==> src/rtl/nic_opl_pkg.sv <==
// Shared types and helpers for the NIC output port lookup: FSM encoding,
// default tuser field offsets, and the source-legality / destination-mapping functions.
package nic_opl_pkg;

    typedef enum logic [1:0] {S_HEAD, S_BODY, S_DROP} opl_state_t;

    localparam int SRC_LSB_DEF = 16;
    localparam int DST_LSB_DEF = 24;
    localparam int CNT_W       = 32;

    // Legal: exactly one bit set, and it lies inside the populated port range.
    function automatic logic src_legal(input logic [7:0] src, input int num_ports);
        logic [7:0] mask;
        for (int i = 0; i < 8; i++) mask[i] = (i < 2 * num_ports);
        return (src != 8'h00) && ((src & ~mask) == 8'h00) &&
               ((src & (src - 8'd1)) == 8'h00);
    endfunction

    // Swap each MAC/DMA pair; pairs flagged in refl are reflected back to the source.
    function automatic logic [7:0] dst_map(input logic [7:0] src, input logic [7:0] refl);
        logic [7:0] swp;
        for (int i = 0; i < 4; i++) begin
            swp[2*i]   = src[2*i+1];
            swp[2*i+1] = src[2*i];
        end
        return (src & refl) | (swp & ~refl);
    endfunction

endpackage

==> src/rtl/nic_output_port_lookup_v2_skid.sv <==
// Two-entry AXI-Stream skid buffer with registered input ready and registered output.
// Entry q0 is always the head presented downstream; q1 catches the beat in flight when stalled.
module axis_skid_buffer #(
    parameter int W = 8
) (
    input  logic         clk,
    input  logic         rst,
    input  logic [W-1:0] in_data,
    input  logic         in_valid,
    output logic         in_ready,
    output logic [W-1:0] out_data,
    output logic         out_valid,
    input  logic         out_ready
);
    logic [W-1:0] q0, q1;
    logic [1:0]   cnt, cnt_nxt;
    logic         push, pop;

    assign push      = in_valid && in_ready;
    assign pop       = out_valid && out_ready;
    assign out_valid = (cnt != 2'd0);
    assign out_data  = q0;

    always_comb begin
        cnt_nxt = cnt;
        if (push && !pop)      cnt_nxt = cnt + 2'd1;
        else if (pop && !push) cnt_nxt = cnt - 2'd1;
    end

    always_ff @(posedge clk) begin
        if (rst) begin
            q0       <= '0;
            q1       <= '0;
            cnt      <= 2'd0;
            in_ready <= 1'b0;
        end else begin
            cnt      <= cnt_nxt;
            in_ready <= (cnt_nxt != 2'd2);
            // ready is low whenever cnt==2, so push never coincides with a full buffer
            if (pop && cnt == 2'd2)
                q0 <= q1;
            else if (push && (cnt == 2'd0 || pop))
                q0 <= in_data;
            if (push && !pop && cnt == 2'd1)
                q1 <= in_data;
        end
    end

endmodule

==> src/rtl/nic_output_port_lookup_v2.sv <==
// NIC output port lookup: rewrites the tuser destination from the one-hot source,
// drops packets with an illegal source, and keeps saturating forward/drop counts.
// Optional macro NIC_OPL_LOOPBACK_EN adds a per-pair loopback input.
module nic_output_port_lookup_v2 import nic_opl_pkg::*; #(
    parameter int C_DATA_WIDTH  = 256,
    parameter int C_TUSER_WIDTH = 128,
    parameter int C_NUM_PORTS   = 4,
    parameter int C_SRC_LSB     = SRC_LSB_DEF,
    parameter int C_DST_LSB     = DST_LSB_DEF
) (
    input  logic                      axi_aclk,
    input  logic                      axi_reset,
    input  logic [C_DATA_WIDTH-1:0]   s_axis_tdata,
    input  logic [C_DATA_WIDTH/8-1:0] s_axis_tstrb,
    input  logic [C_TUSER_WIDTH-1:0]  s_axis_tuser,
    input  logic                      s_axis_tvalid,
    output logic                      s_axis_tready,
    input  logic                      s_axis_tlast,
    output logic [C_DATA_WIDTH-1:0]   m_axis_tdata,
    output logic [C_DATA_WIDTH/8-1:0] m_axis_tstrb,
    output logic [C_TUSER_WIDTH-1:0]  m_axis_tuser,
    output logic                      m_axis_tvalid,
    input  logic                      m_axis_tready,
    output logic                      m_axis_tlast,
`ifdef NIC_OPL_LOOPBACK_EN
    input  logic [C_NUM_PORTS-1:0]    loopback,
`endif
    input  logic                      clear_counters,
    output logic [CNT_W-1:0]          pkt_fwd_count,
    output logic [CNT_W-1:0]          pkt_drop_count
);
    localparam int STRB_W = C_DATA_WIDTH / 8;
    localparam int PW     = C_DATA_WIDTH + STRB_W + C_TUSER_WIDTH + 1;

    opl_state_t               state, state_nxt;
    logic                     skid_ready, accept, hdr_legal, fwd_valid, fwd_inc, drop_inc;
    logic [7:0]               src, dst, refl;
    logic [C_TUSER_WIDTH-1:0] user_fwd;
    logic [CNT_W-1:0]         fwd_cnt, drop_cnt;

    assign src       = s_axis_tuser[C_SRC_LSB +: 8];
    assign hdr_legal = src_legal(src, C_NUM_PORTS);

    always_comb begin
        refl = 8'h00;
`ifdef NIC_OPL_LOOPBACK_EN
        for (int i = 0; i < C_NUM_PORTS; i++) begin
            refl[2*i]   = loopback[i];
            refl[2*i+1] = loopback[i];
        end
`endif
    end

    assign dst = dst_map(src, refl);

    // Drop state sinks beats regardless of downstream backpressure.
    assign s_axis_tready = (state == S_DROP) || skid_ready;
    assign accept        = s_axis_tvalid && s_axis_tready;
    assign fwd_valid     = s_axis_tvalid &&
                           (state == S_BODY || (state == S_HEAD && hdr_legal));
    assign fwd_inc       = accept && (state == S_HEAD) && hdr_legal;
    assign drop_inc      = accept && (state == S_HEAD) && !hdr_legal;

    always_comb begin
        user_fwd = s_axis_tuser;
        if (state == S_HEAD) user_fwd[C_DST_LSB +: 8] = dst;
    end

    always_comb begin
        state_nxt = state;
        case (state)
            S_HEAD:         if (accept && !s_axis_tlast) state_nxt = hdr_legal ? S_BODY : S_DROP;
            S_BODY, S_DROP: if (accept && s_axis_tlast)  state_nxt = S_HEAD;
            default:        state_nxt = S_HEAD;
        endcase
    end

    always_ff @(posedge axi_aclk) begin
        if (axi_reset) state <= S_HEAD;
        else           state <= state_nxt;
    end

    always_ff @(posedge axi_aclk) begin
        if (axi_reset || clear_counters) begin
            fwd_cnt  <= '0;
            drop_cnt <= '0;
        end else begin
            if (fwd_inc && fwd_cnt != '1)   fwd_cnt  <= fwd_cnt + 1'b1;
            if (drop_inc && drop_cnt != '1) drop_cnt <= drop_cnt + 1'b1;
        end
    end

    assign pkt_fwd_count  = fwd_cnt;
    assign pkt_drop_count = drop_cnt;

    logic [PW-1:0] skid_out;

    axis_skid_buffer #(.W(PW)) u_skid (
        .clk       (axi_aclk),
        .rst       (axi_reset),
        .in_data   ({s_axis_tdata, s_axis_tstrb, user_fwd, s_axis_tlast}),
        .in_valid  (fwd_valid),
        .in_ready  (skid_ready),
        .out_data  (skid_out),
        .out_valid (m_axis_tvalid),
        .out_ready (m_axis_tready)
    );

    assign {m_axis_tdata, m_axis_tstrb, m_axis_tuser, m_axis_tlast} = skid_out;

endmodule

==> config.mk <==
export PLATFORM = sky130hd
export DESIGN_NAME = nic_output_port_lookup_v2
export DESIGN_NICKNAME = d
export VERILOG_FILES = /design/src/rtl/nic_opl_pkg.sv /design/src/rtl/nic_output_port_lookup_v2_skid.sv /design/src/rtl/nic_output_port_lookup_v2.sv
export SDC_FILE = /design/constraint.sdc
export NUM_CORES = 2
export LEC_CHECK = 0
export BUFFER_PORTS_ARGS = -buffer_cell sky130_fd_sc_hd__buf_4
export CORE_AREA = 2 2 350 352
export DETAILED_ROUTE_END_ITERATION = 10
export DIE_AREA = 0 0 352 354
export GPL_TIMING_DRIVEN = 0
export HOLD_SLACK_MARGIN = 0.06
export PLACE_DENSITY = 0.65
export SYNTH_ARGS = -nofsm -noshare
export SYNTH_HDL_FRONTEND = slang
export SYNTH_SLANG_ARGS = --single-unit
==> constraint.sdc <==
create_clock -name axi_aclk -period 2.3 [get_ports axi_aclk]
set_input_delay 0.23 -clock axi_aclk [delete_from_list [all_inputs] [get_ports axi_aclk]]
set_output_delay 0.23 -clock axi_aclk [all_outputs]
set_load 0.005 [all_outputs]
==> metrics.md <==
| Metric | Value |
|---|---|
| Synth Instances | `4966` |
| Final Max Slew Viols | `0` |
| Input/output buffers | `903` |
| Fraction of registers with async set/reset | `0%` |
| Critical Path End Type | `register` |
| Die height | `around 350 microns` |
| First-pass GRT wire length | `about 300000 microns` |
| DP Wirelength | `148000 microns` |
| Clock Sinks | `903` |
| # setup viols final | `1` |
| Mapped Area | `0.0421 sq mm` |
| Distinct cell type count after synthesis | `between 60 and 70` |
| Via-to-Cell Ratio | `6.06` |
| NumNets Final | `6842` |
| Met2 WL | `93000 microns` |
| Worst r2r src | `state[0]` |
| P_leak | `roughly 22 nW` |
| Routability cong. | `0.967` |
| Tcrit/Tclk final | `101%` |
| Die width | `352 microns` |
| Required time worst endpoint | `2.93 ns` |
| Clock transition at the registers of the reported paths | `~0.06 ns` |
| Synthesized net count | `5396` |
| Root buffer cell | `clkbuf_16` |
| Min cycle time layout | `2.31 ns` |
| WS Path Type | `register to register` |
| DRC viols | `0` |
| Synth area leader | `dfxtp_1` |
| Post-synth EDFFs | `0` |
| Initial antenna violation count | `38` |
| Critical Path Start Type | `register` |
| Measured slew at the worst slew-check pin | `1.31 ns` |
| Initial DRC count | `around 5000` |
| Cells on worst reg2reg path | `9` |
| Area share of the largest cell type after synthesis | `about 43%` |
| Pwr dens | `722 mW/mm^2` |
| Hold wc startpoint | `s_axis_tuser[20]` |
| H-tree levels | `3` |
| Via Count | `~50000` |
| Filler Cell Count | `approximately 12000` |
| Reg2Reg Capture Point | `pkt_fwd_count[31]` |
| GRT Util Overall | `slightly above 30%` |
| M1 wire length | `82100 microns` |
| Hold depth | `4` |
| Avg Inst Size Synth | `8.47 sq um` |
| Met3 Wirelength | `17800 microns` |
| Max_slew headroom | `between 10% and 20%` |
| GR Overflow Total | `0` |
| RSZ-0062 raised after global routing | `true` |
| Main area contributors after synthesis | `dfxtp_1 (43%), o2111ai_1 (8.5%), o41ai_1 (8.5%)` |
| # rows | `128` |
| Vias in the first global route | `around 47000` |
| Worst Hold End | `u_skid.q1[30]` |
| Top sig layer | `met5` |
| Seq cells post-synth | `903` |
| # IOs | `905` |
| Fraction of layout cells with a size suffix above 1 | `26.2%` |
| Synth Flop Type | `dfxtp_1` |
| Seq/Total Area, Yosys | `43.0%` |
| Post-route ant nets | `0` |
| Status | `finished, violations left` |
| Die area | `~0.12 sq mm` |
| Routed Wire Length | `204000 microns` |
| Drt pass-1 iters | `7` |
| PnR worst setup slack | `-0.0144 ns` |
| Sum Neg Setup Slack | `-0.0144 ns` |
| Max Clock Skew | `0.0244 ns` |
| Worst-path maximum fanout | `7` |
| Clk_lat worst skew | `about 0.70 ns` |
| Final Hold Violating Endpoints | `0` |
| Max-cap viol count | `0` |
| Worst Hold Class | `input pin to register` |
| CTS Buffer Depth | `3` |
| TritonCTS clock tree | `yes` |
| Largest net degree at the start of global routing | `15` |
| Area Growth Syn to Fin | `44.2%` |
| Peak supply drop | `about 600 uV` |
| Maximum clock rate | `432 MHz` |
| Warnings from Yosys | `0` |
| Core area | `0.121 sq mm` |
| WL/cell | `25.0 microns` |
| Setup slack, reg-to-reg | `-0.01 ns` |
| Failing checks | `setup timing` |
| Critical Path AT | `2.94 ns` |
| Hold WS | `0.126 ns` |
| Initial Util | `about a third` |
| TritonCTS buffer count | `103` |
## cells in the mapped netlist, drive strengths merged, types with 4 or more instances
library cell	n
a2111oi	9
a211o	11
a21oi	462
a311oi	409
a31oi	7
a41oi	8
and2	9
and3	12
and4	11
buf	178
clkbuf	539
dfxtp	903
ha	8
inv	12
mux2	9
mux2i	14
nand2	870
nand3	33
nand4	20
nand4b	4
nor2	40
nor3	426
nor4	9
o2111ai	410
o21a	6
o21ai	17
o31ai	32
o41ai	410
or2	6
or3	20
or4	33
## report_power, final
group,internal (mW),switching [mW]
Clock,10.1,6.99
Sequential,16.3,0.517
Combinational,3.58,6.32
Total,30.0,13.8
## cells by family after synthesis
logic type	share of synthesized area, %
flip-flops	43.0
XOR/XNOR	0.0416
AO/OA/AOI/OAI	33.0
buffers and inverters	7.28
AND/OR/NAND/NOR	15.9
multiplexers	0.574
adder cells (fa/ha/maj)	0.238
## area by class of cell
cell class | count | area [sq um] | area share, %
Multi-Input combinational cell | 3333 | 21500 | 35.5
Sequential cell | 903 | 18100 | 29.8
Timing Repair Buffer | 1348 | 11300 | 18.6
Buffer | 711 | 4100 | 6.76
Clock buffer | 157 | 3130 | 5.17
Tap cell | 1625 | 2030 | 3.35
Clock inverter | 26 | 333 | 0.548
Antenna cell | 44 | 110 | 0.181
Inverter | 12 | 45.0 | 0.0742
## critical path, stage by stage (launching register included)
cell and delay [ns]:
dfxtp_1 0.32, inv_1 0.09, ha_2 0.27, o211ai_1 0.12, buf_4 0.18, nor2_1 0.18, o311ai_1 0.24, a2111o_1 0.40
or3_1 0.32, a21oi_1 0.14
## per-layer routing
layer | vias up | GRT usage [%]
met2 | 2466 | 48.6
met4 | 16 | 15.2
met3 | 593 | 7.38
li1 | 22627 | -
met5 | - | 0
met1 | 23770 | 39.0
## through the flow
step	worst slack [ns]	power, mW	cells	instance area, sq um	utilization (%)
after floorplan	0.00615	21.4	4966	42100	-
after global placement	-2.35	25.5	7494	50900	42.1
after detailed placement	-2.38	25.6	7495	50900	42.1
after CTS	-0.138	43.3	8097	59400	49.1
after global routing	-0.0927	45.2	8140	60600	50.1
final	-0.0144	43.8	8159	60700	50.2
## how the worst max path moves through the flow
stage                       start  slack (ns)  cells past startpoint                    to
detailed placement  u_skid.cnt[1]       -2.38                     11  u_skid.out_data[308]
floorplan           u_skid.cnt[0]       0.006                     11  u_skid.out_data[306]
global route             state[0]       -0.09                      9      pkt_fwd_count[9]
finish                   state[0]       -0.01                      9     pkt_fwd_count[31]
global placement    u_skid.cnt[1]       -2.35                     11  u_skid.out_data[314]
CTS                      state[0]       -0.14                      7     pkt_fwd_count[12]
## flip-flops by register name, indices dropped and copies added (netlist names)
register         cells
pkt_fwd_count       32
u_skid.cnt           2
u_skid.q1          417
state                2
u_skid.out_data    417
pkt_drop_count      32
u_skid.in_ready      1
## what timing repair did
action                                  CTS  global route
pin swaps                                 3            32
endpoints found under the setup margin  879           872
resized for setup                       322           572
cloned                                    0             1
endpoints found under the hold margin   832             0
hold buffers                            420             0
setup buffers                             3            20
## layout by cell type, fill, tap and decap left out, types with 113 or more instances in the layout
cell type / n
a21oi_1: 460
a311oi_1: 401
buf_2: 113
buf_4: 958
clkbuf_1: 244
clkbuf_2: 217
dfxtp_1: 887
dlygate4sd3_1: 421
nand2_1: 862
nor3_1: 423
o2111ai_1: 409
o41ai_1: 368
No activity file was read; power rests on OpenSTA's default activity.
